`src/rtl/sram_secded_bridge_pkg.sv`:
```
// Shared SECDED (39,32) Hsiao definitions for the SRAM bridge and its bench:
// data/check widths, H-matrix data columns, bridge FSM states and the encoder.
package sram_secded_bridge_pkg;

  localparam int DATA_W = 32;
  localparam int CHK_W  = 7;
  localparam int CODE_W = DATA_W + CHK_W;

  // Data-bit columns of H: the first 32 weight-3 values in ascending order.
  // Check-bit columns are the unit vectors, so every column has odd weight.
  localparam logic [CHK_W-1:0] H_COL [0:DATA_W-1] = '{
    7'h07, 7'h0B, 7'h0D, 7'h0E, 7'h13, 7'h15, 7'h16, 7'h19,
    7'h1A, 7'h1C, 7'h23, 7'h25, 7'h26, 7'h29, 7'h2A, 7'h2C,
    7'h31, 7'h32, 7'h34, 7'h38, 7'h43, 7'h45, 7'h46, 7'h49,
    7'h4A, 7'h4C, 7'h51, 7'h52, 7'h54, 7'h58, 7'h61, 7'h62
  };

  typedef enum logic {
    ST_IDLE  = 1'b0,
    ST_MERGE = 1'b1
  } state_t;

  // Check bits: XOR of the H columns of every set data bit.
  function automatic logic [CHK_W-1:0] ecc_encode(input logic [DATA_W-1:0] d);
    logic [CHK_W-1:0] c;
    c = '0;
    for (int i = 0; i < DATA_W; i++) begin
      if (d[i]) c = c ^ H_COL[i];
    end
    return c;
  endfunction

endpackage

```
`src/rtl/sram_secded_bridge_dec.sv`:
```
// Combinational SECDED (39,32) decoder: syndrome, single-bit correction and
// error classification. Check-bit-only errors are correctable and leave data.
module secded_39_32_dec
  import sram_secded_bridge_pkg::*;
(
  input  logic [CODE_W-1:0] code,
  output logic [DATA_W-1:0] data,
  output logic              corr,
  output logic              uncorr
);

  logic [CHK_W-1:0] syn;
  logic             hit;

  // Syndrome, column match and correction.
  always_comb begin
    syn  = code[CODE_W-1:DATA_W] ^ ecc_encode(code[DATA_W-1:0]);
    data = code[DATA_W-1:0];
    hit  = 1'b0;
    for (int j = 0; j < DATA_W; j++) begin
      if (syn == H_COL[j]) begin
        data[j] = ~code[j];
        hit     = 1'b1;
      end
    end
    corr   = (syn != '0) && (hit || $onehot(syn));
    uncorr = (syn != '0) && !corr;
  end

endmodule

```
`src/rtl/sram_secded_bridge.sv`:
```
// SoC SRAM port to 39-bit SECDED-protected SRAM macro bridge.
// Full writes are encoded directly; partial writes become a read-modify-write
// with one stall cycle (MERGE). Optional correctable-error scrubbing is built
// when the macro SRAM_SCRUB_EN is defined.
module sram_secded_bridge
  import sram_secded_bridge_pkg::*;
#(
  parameter int ADDR_W = 12
) (
  input  logic               HCLK,
  input  logic               HRESET,
  input  logic               SRAMCS0,
  input  logic [3:0]         SRAMWEN,
  input  logic [ADDR_W-1:0]  SRAMADDR,
  input  logic [DATA_W-1:0]  SRAMWDATA,
  output logic [DATA_W-1:0]  SRAMRDATA,
  output logic               SRAMREADY,
  output logic               MEM_EN,
  output logic               MEM_WE,
  output logic [ADDR_W-1:0]  MEM_A,
  output logic [CODE_W-1:0]  MEM_DI,
  input  logic [CODE_W-1:0]  MEM_DO,
  output logic               ERR_CORR,
  output logic               ERR_UNCORR,
  output logic [ADDR_W-1:0]  ERR_ADDR
);

  state_t              state, state_nxt;
  logic                accept, is_rd;
  logic                rd_vld_p1;
  logic [ADDR_W-1:0]   addr_p1;
  logic [3:0]          wen_p1;
  logic [DATA_W-1:0]   wdata_p1;
  logic [DATA_W-1:0]   rdata_q;
  logic [ADDR_W-1:0]   err_addr_q;
  logic [DATA_W-1:0]   dec_data;
  logic                dec_corr, dec_uncorr;
  logic                consume;
  logic [DATA_W-1:0]   merged;

  assign accept  = (state == ST_IDLE) && SRAMCS0 && !HRESET;
  assign is_rd   = (SRAMWEN == 4'h0);
  assign consume = rd_vld_p1 || (state == ST_MERGE);

`ifdef SRAM_SCRUB_EN
  logic                scrub_vld;
  logic [ADDR_W-1:0]   scrub_addr;
  logic [DATA_W-1:0]   scrub_data;
  logic                scrub_wr, scrub_load, scrub_cancel;

  // Any write to the pending location supersedes the scrub; a write to the
  // location being reported this cycle makes the corrected copy stale.
  assign scrub_cancel = scrub_vld && accept && !is_rd && (SRAMADDR == scrub_addr);
  assign scrub_load   = rd_vld_p1 && dec_corr && !scrub_vld &&
                        !(accept && !is_rd && (SRAMADDR == addr_p1));

  // Scrub-pending flag.
  always_ff @(posedge HCLK or posedge HRESET) begin
    if (HRESET)                      scrub_vld <= 1'b0;
    else if (scrub_wr || scrub_cancel) scrub_vld <= 1'b0;
    else if (scrub_load)             scrub_vld <= 1'b1;
  end

  // Scrub payload: address and corrected word.
  always_ff @(posedge HCLK) begin
    if (scrub_load) begin
      scrub_addr <= addr_p1;
      scrub_data <= dec_data;
    end
  end
`endif

  secded_39_32_dec u_dec (
    .code   (MEM_DO),
    .data   (dec_data),
    .corr   (dec_corr),
    .uncorr (dec_uncorr)
  );

  // Byte merge of captured write data over the corrected old word.
  always_comb begin
    merged = dec_data;
    for (int b = 0; b < 4; b++) begin
      if (wen_p1[b]) merged[8*b +: 8] = wdata_p1[8*b +: 8];
    end
  end

  // Next state and macro control.
  always_comb begin
    state_nxt = state;
    SRAMREADY = 1'b1;
    MEM_EN    = 1'b0;
    MEM_WE    = 1'b0;
    MEM_A     = SRAMADDR;
    MEM_DI    = {ecc_encode(SRAMWDATA), SRAMWDATA};
`ifdef SRAM_SCRUB_EN
    scrub_wr  = 1'b0;
`endif
    case (state)
      ST_IDLE: begin
        if (accept) begin
          MEM_EN = 1'b1;
          MEM_WE = (SRAMWEN == 4'hF);
          if (!is_rd && (SRAMWEN != 4'hF)) state_nxt = ST_MERGE;
        end
`ifdef SRAM_SCRUB_EN
        else if (!HRESET && scrub_vld) begin
          MEM_EN   = 1'b1;
          MEM_WE   = 1'b1;
          MEM_A    = scrub_addr;
          MEM_DI   = {ecc_encode(scrub_data), scrub_data};
          scrub_wr = 1'b1;
        end
`endif
      end
      ST_MERGE: begin
        SRAMREADY = 1'b0;
        MEM_A     = addr_p1;
        MEM_DI    = {ecc_encode(merged), merged};
        MEM_EN    = !dec_uncorr;
        MEM_WE    = !dec_uncorr;
        state_nxt = ST_IDLE;
      end
      default: state_nxt = ST_IDLE;
    endcase
  end

  assign SRAMRDATA  = rd_vld_p1 ? dec_data : rdata_q;
  assign ERR_CORR   = consume && dec_corr;
  assign ERR_UNCORR = consume && dec_uncorr;
  assign ERR_ADDR   = (ERR_CORR || ERR_UNCORR) ? addr_p1 : err_addr_q;

  // Stage p0 -> p1: state, read-valid, held read data and error address.
  always_ff @(posedge HCLK or posedge HRESET) begin
    if (HRESET) begin
      state      <= ST_IDLE;
      rd_vld_p1  <= 1'b0;
      rdata_q    <= '0;
      err_addr_q <= '0;
    end else begin
      state     <= state_nxt;
      rd_vld_p1 <= accept && is_rd;
      if (rd_vld_p1) rdata_q <= dec_data;
      if (ERR_CORR || ERR_UNCORR) err_addr_q <= addr_p1;
    end
  end

  // Stage p0 -> p1: captured request fields for read completion and merge.
  always_ff @(posedge HCLK) begin
    if (accept) begin
      addr_p1  <= SRAMADDR;
      wen_p1   <= SRAMWEN;
      wdata_p1 <= SRAMWDATA;
    end
  end

endmodule

```
`config.mk`:
```
export PLATFORM = sky130hd
export DESIGN_NAME = sram_secded_bridge
export DESIGN_NICKNAME = d
export VERILOG_FILES = /design/src/rtl/sram_secded_bridge_pkg.sv /design/src/rtl/sram_secded_bridge_dec.sv /design/src/rtl/sram_secded_bridge.sv
export SDC_FILE = /design/constraint.sdc
export NUM_CORES = 1
export LEC_CHECK = 0
export ABC_AREA = 1
export CORE_ASPECT_RATIO = 2
export CORE_MARGIN = 1
export CORE_UTILIZATION = 40
export CTS_CLUSTER_DIAMETER = 150
export DETAILED_ROUTE_END_ITERATION = 10
export PLACE_DENSITY_LB_ADDON = 0.1
export SYNTH_ARGS = -nofsm -noshare
export SYNTH_HDL_FRONTEND = slang
export SYNTH_SLANG_ARGS = --single-unit
```
`constraint.sdc`:
```
create_clock -name HCLK -period 6.5 [get_ports HCLK]
set_clock_uncertainty 0.1 [all_clocks]
set_input_delay 1.3 -clock HCLK [delete_from_list [all_inputs] [get_ports HCLK]]
set_output_delay 1.3 -clock HCLK [all_outputs]
set_load 0.03 [all_outputs]
```
=== Yosys cells after proc, flatten, opt, wreduce, memory -nomap -nowiden ===
Index checks and enable logic that the tools add are counted.

* Register bits: 94
* Latch bits: 0
* Bits in writable memories: 0
* ROM bits: 0
* Input bits: 90
* Logic and storage cells: 399
* Memories kept: 0

* $add $sub $neg: 6
* Multiply operators: 0
* Div/mod/pow operators: 0
* $lt $le $gt $ge: 0
* Equality and inequality tests: 35
* Shifts and indexed selects: 0
* Multiplexer cells: 207
* Bitwise gates (word level): 127
* Reductions and logical operators: 17

{| class="wikitable"
|+ Operators by type and width
! operator !! number
|-
| $mux 7 || 67
|-
| $not 3->3 || 89
|-
| $mux 6 || 30
|-
| $mux 5 || 18
|-
| $eq 7x7->1 const B || 12
|-
| $eq 7x6->1 const B || 10
|-
| $mux 1 || 69
|-
| $eq 7x5->1 const B || 6
|-
| $mux 39 || 1
|-
| $mux 4 || 9
|-
| $not 1->1 || 33
|-
| $mux 32 || 1
|-
| $mux 8 || 4
|-
| $mux 12 || 2
|-
| $eq 7x4->1 const B || 3
|-
| $not 2->3 || 4
|-
| $mux 3 || 3
|-
| $logic_and 1x1->1 || 8
|-
| $eq 7x3->1 const B || 1
|-
| $reduce_bool 7->1 || 1
|-
| $xor 7x7->7 || 1
|-
| $add 1x1->2 || 3
|-
| $add 3x3->3 || 2
|-
| $pmux 1 s2 || 3
|-
| 7 further kinds || 12
|}

=== Logic depth before layout (Yosys ltp) ===
* Depth after elaboration: 162
* Mapped depth: 29

=== Cells and area by module ===
Synthesis repeated with hierarchy kept, for this count alone.

* Cells, all modules: 1,446
* Area total of the unflattened synthesis: 9,296.4 sq um

{| class="wikitable"
|+ By module, submodules not included
! module !! instances !! cells an instance !! area an instance (sq um)
|-
| sram_secded_bridge || 1 || 1,000 || 6,760.2
|-
| secded_39_32_dec || 1 || 446 || 2,536.2
|}

=== Worst setup path before layout ===
OpenSTA, ideal clock, no wires.

* Path type: input -> output
* Start: in MEM_DO[0]
* End: out MEM_EN
* Arrival: 4.945 ns
* Data required time: 5.100 ns
* Slack: 0.155 ns
* Stages on the path: 21
* Cell sequence: clkbuf_1 -> xnor2_1 -> xor2_1 -> xor2_1 -> xor2_1 -> xor2_1 -> inv_1 -> ha_1 -> inv_1 -> fa_1 -> ha_1 -> inv_1 -> fa_1 -> nand2_1 -> nand2_1 -> nand3_1 -> nand3_1 -> nor4_1 -> nand4_1 -> o21ai_0 -> nand2_1

* Word-level cells in the longest chain between the ends: 86
* Elaborated cells between the ends (all ways): 138
* Classes of those cells: 4 x add/sub; 33 x eq/ne; 65 x mux; 30 x bitwise; 6 x reduce/logical

{| class="wikitable"
|+ RTL lines
! element !! line !! RTL
|-
| start, declared || sram_secded_bridge.sv:22 || <nowiki>input logic [CODE_W-1:0] MEM_DO,</nowiki>
|-
| $mux 3 * || sram_secded_bridge_pkg.sv:28 || <nowiki>if (d[i]) c = c ^ H_COL[i];</nowiki>
|-
| $not 2->3 (no source line) || -- ||
|-
| $mux 4 * || sram_secded_bridge_pkg.sv:28 ||
|-
| $not 3->3 (no source line) or $mux 4 (tied branches) || -- ||
|-
| $mux 4 * (2 in a row) || sram_secded_bridge_pkg.sv:28 ||
|-
| $not 2->3 (no source line) || -- ||
|-
| $mux 5 * || sram_secded_bridge_pkg.sv:28 ||
|-
| $not 3->3 (no source line) or $mux 5 (tied branches) || -- ||
|-
| [... 38 more ...] || -- ||
|-
| $eq 7x3->1 || sram_secded_bridge_dec.sv:21 || <nowiki>if (syn == H_COL[j]) begin</nowiki>
|-
| $mux 1 (32 in a row) || sram_secded_bridge_dec.sv:21 ||
|-
| $logic_or 1x1->1 || sram_secded_bridge_dec.sv:26 || <nowiki>corr = (syn != '0) && (hit || $onehot(syn));</nowiki>
|-
| $logic_and 1x1->1 || sram_secded_bridge_dec.sv:26 ||
|-
| $logic_not 1->1 || sram_secded_bridge_dec.sv:27 || <nowiki>uncorr = (syn != '0) && !corr;</nowiki>
|-
| $logic_and 1x1->1 * || sram_secded_bridge_dec.sv:27 ||
|-
| $logic_not 1->1 * || sram_secded_bridge.sv:120 || <nowiki>MEM_EN = !dec_uncorr;</nowiki>
|-
| $pmux 1 s2 * || sram_secded_bridge.sv:99 || <nowiki>case (state)</nowiki>
|-
| end, declared || sram_secded_bridge.sv:18 || <nowiki>output logic MEM_EN,</nowiki>
|}

Every way passes the cells marked *; elsewhere a longest branch is shown, timed or not.

=== Worst setup path after layout ===
* Start: in MEM_DO[7]
* End: out MEM_EN

* Word-level cells in the longest chain between the ends: 75
* Elaborated cells between the ends (all ways): 125
* Classes of those cells: 6 x add/sub; 33 x eq/ne; 58 x mux; 22 x bitwise; 6 x reduce/logical

{| class="wikitable"
|+ RTL lines
! element !! line
|-
| $mux 5 * || sram_secded_bridge_pkg.sv:28
|-
| $not 3->3 (no source line) || --
|-
| $mux 5 * || sram_secded_bridge_pkg.sv:28
|-
| $not 3->3 (no source line) || --
|-
| $mux 5 * || sram_secded_bridge_pkg.sv:28
|-
| $mux 6 * (3 in a row) || sram_secded_bridge_pkg.sv:28
|-
| $not 3->3 (no source line) or $mux 6 (tied branches) || --
|-
| $mux 6 * || sram_secded_bridge_pkg.sv:28
|-
| [... 26 more ...] || --
|-
| $eq 7x3->1 || sram_secded_bridge_dec.sv:21
|-
| $mux 1 (32 in a row) || sram_secded_bridge_dec.sv:21
|-
| $logic_or 1x1->1 || sram_secded_bridge_dec.sv:26
|-
| $logic_and 1x1->1 || sram_secded_bridge_dec.sv:26
|-
| $logic_not 1->1 || sram_secded_bridge_dec.sv:27
|-
| $logic_and 1x1->1 * || sram_secded_bridge_dec.sv:27
|-
| $logic_not 1->1 * || sram_secded_bridge.sv:120
|-
| $pmux 1 s2 * || sram_secded_bridge.sv:99
|}

Marked as above.

==> results.md <==
* Async SR Flop Fraction at 48.94%
* Vias in the first global route at 9491
* Ant diodes at 0
* CTS max path bufs at 2
* Power Dens Cells at 330.9 mW/mm2
* CP bufs+invs at 6
* Hold WC Path Type: flip-flop to flip-flop
* Final wirelength at 37070 um
* Placed Cells at 1842
* Syn Std Cell Area at 0.008436 mm2
* Initial DRC Count at 460
* GRT Total Usage at 34.15%
* Worst Setup End Kind: primary output
* Clock sink total at 94
* Final Core Density at 63.48%
* CP arrival at 5.13 ns
* DR pass1 iterations at 7
* Max Cap Viol at 0
* Required @ worst endpoint at 5.10 ns
* Fill cell count at 1964
* Power, Total at 4.318 mW
* RSZ-0062 raised after global routing: true
* Core area at 0.02055 mm2
* GR Overflow Total at 0
* Synthesis warning total at 0
* CP max FO at 3
* Final period util at 100.5%
* CTS root buffer: clkbuf_16
* Pins over their slew limit at 0
* Residual DRC at 0
* Max Fclk at 153.0 MHz
* Worst Slack Setup Final at -0.03444 ns
* Critical path launch point type: input port
* Number of enable flip-flop cells after synthesis at 48
* Post-Synthesis Net Count at 1336
* Initial antenna violation count at 0
* Nets@finish at 1704
* First-pass GRT wire length at 53510 um
* Die extent in y at 207.4 um
* Static Leak at 6.602 nW
* Inserted Clock Buffers at 9
* Global placer's final weighted congestion at 0.9874
* Tightest Pin Transition at 0.7128 ns
* Setup TNS at -0.06658 ns
* VDD IR-drop max at 0.0003661 V
* Vias per cell at 5.025
* H-tree Lvls at 3
* Cell count after synthesis at 1230
* CP top delay family: adder cells
* Critical path cell sequence: clkdlybuf4s15_1, buf_4, xnor2_2, xor2_1, xor2_1, xor2_1, xor2_1, ha_1, inv_2, fa_1, ha_2, inv_2, fa_2, nand2_1, nand2_1, nand3_2, nand3_2, nor4_2, nand4_1, buf_6, o21ai_4, nand2_1, buf_6
* CTS tree: built
* Main synth FF type: edfxtp_1
* Clock Latency Late Sink at 0.37 ns
* Most frequent cells in the layout: 437 x nand2_1, 234 x buf_4, 123 x nand3_1
* IO Count at 190
* Post-synth cell types at 44
* Final setup violation count at 2
* Clock period minus final worst setup slack at 6.534 ns
* Die Area at 0.02171 mm2
* Synthesized area per cell at 6.858 um2
* Synth Register Bits at 94
* Crit path top cell by count: xor2_1
* Die X at 104.7 um
* P&R area growth vs syn at 54.69%
* # port buffers at 189
* Share of cells above drive strength 1 at 28.26%
* Largest net degree at the start of global routing at 58
* Failing checks: setup timing
* Via count at 9392
* Slowest CP cell: fa_1
* Largest stage delay, worst path at 0.54 ns
* Initial cell density of the core at 41.04%
* CTS clock-pin slew for the worst setup and hold paths at 0.07 ns
* Slew headroom at 52.48%
* Hold Vio Cnt, Final at 0
* Fin cells at 1869
* Dpl hpwl at 30570 um
* Antenna viol nets, final at 0
* Run status: complete, but fails checks
* Most common cell after layout, fill and taps aside: nand2_1
* Sequential cell area fraction in the yosys report at 30.73%
* Cell Rows at 74
* Avg WL per Cell at 19.84 um
* CP Class: input port to primary output
-- Yosys cell counts (7+ instances only) --
cell,n,share of area (%)
nand2_1,469,21
nor2_1,15,0.67
or2_2,14,1.0
ha_1,13,1.9
o21ai_1,10,0.59
o21ai_0,68,4.0
dfrtp_1,46,14
nand3_1,129,7.7
nand2_2,7,0.52
edfxtp_1,48,17
inv_2,12,0.53
inv_1,126,5.6
xnor2_1,87,9.0
xor2_1,80,8.3
clkbuf_1,29,1.3
nand4_1,23,1.7
-- worst register-to-register path, stage by stage (launching register included) --
cell     delay, ns
dfrtp_1       0.37
buf_4         0.22
inv_2         0.43
nand3_1       0.26
inv_2         0.10
buf_4         0.54
-- timing repair --
action                                  CTS  global route
hold buffers                              0             0
buffers inserted                          5             8
endpoints found under the setup margin   26            19
resized for setup                        83           111
pin swaps                                47            54
-- final cells by class --
cell class / instances / area, um2 / share of cell area [%]
Clock buffer: 9 / 225.2 / 1.726
Clock inverter: 7 / 81.33 / 0.6233
Inverter: 140 / 530.5 / 4.066
Multi-Input combinational cell: 953 / 5640 / 43.23
Sequential cell: 94 / 2592 / 19.87
Tap cell: 266 / 332.8 / 2.551
Timing Repair Buffer: 400 / 3646 / 27.94
-- kinds of logic after synthesis --
family	synth area share, %
DFF	30.73
xor gates and xnor gates	17.34
AOI/OAI and AO/OA	6.319
and+or+nand+nor	34.44
adders and majority gates	2.640
buffers and inverters	8.528
-- worst paths after layout --
kind	from	endpoint	slack, ns	cells past startpoint
max	MEM_DO[7]	MEM_EN	-0.03	23
min	err_addr_q[11]	err_addr_q[11]	0.38	2
max reg2reg	state	addr_p1[6]	4.04	5
min reg2reg	err_addr_q[11]	err_addr_q[11]	0.38	2
max in group asynchronous	HRESET	rdata_q[0]	4.26	3
min in group asynchronous	HRESET	rdata_q[31]	1.56	3
-- metal layers --
metal | vias to the layer above | global-route usage (%) | wire [um]
met1 | 4337 | 28.54 | 11400
met5 | - | 0 | 0
met4 | 0 | 30.99 | 3682
li1 | 4630 | - | -
met2 | 306 | 67.39 | 20630
met3 | 119 | 4.019 | 1360
-- flip-flops by register name, indices dropped and copies added (netlist names) --
register,count
wen_p1,4
rdata_q,32
state,1
rd_vld_p1,1
addr_p1,12
err_addr_q,12
wdata_p1,32
-- per-stage QoR --
stage               hold slack (ns)  instance area, um2  worst slack (ns)
finish                       0.3819               13050          -0.03444
global route                 0.4127               13050           -0.2522
CTS                          0.3833               12640          0.001664
detailed placement           0.3609               12140           -0.7996
global placement             0.3618               12140           -0.6988
floorplan                    0.5470                8436            0.1545
-- where the power goes --
part	switching [mW]	leakage, nW	internal [mW]
Clock	0.266	0.152	0.305
Combinational	1.68	5.48	1.33
Sequential	0.0262	0.974	0.707
Note: power is estimated with default switching activity, not from simulation.
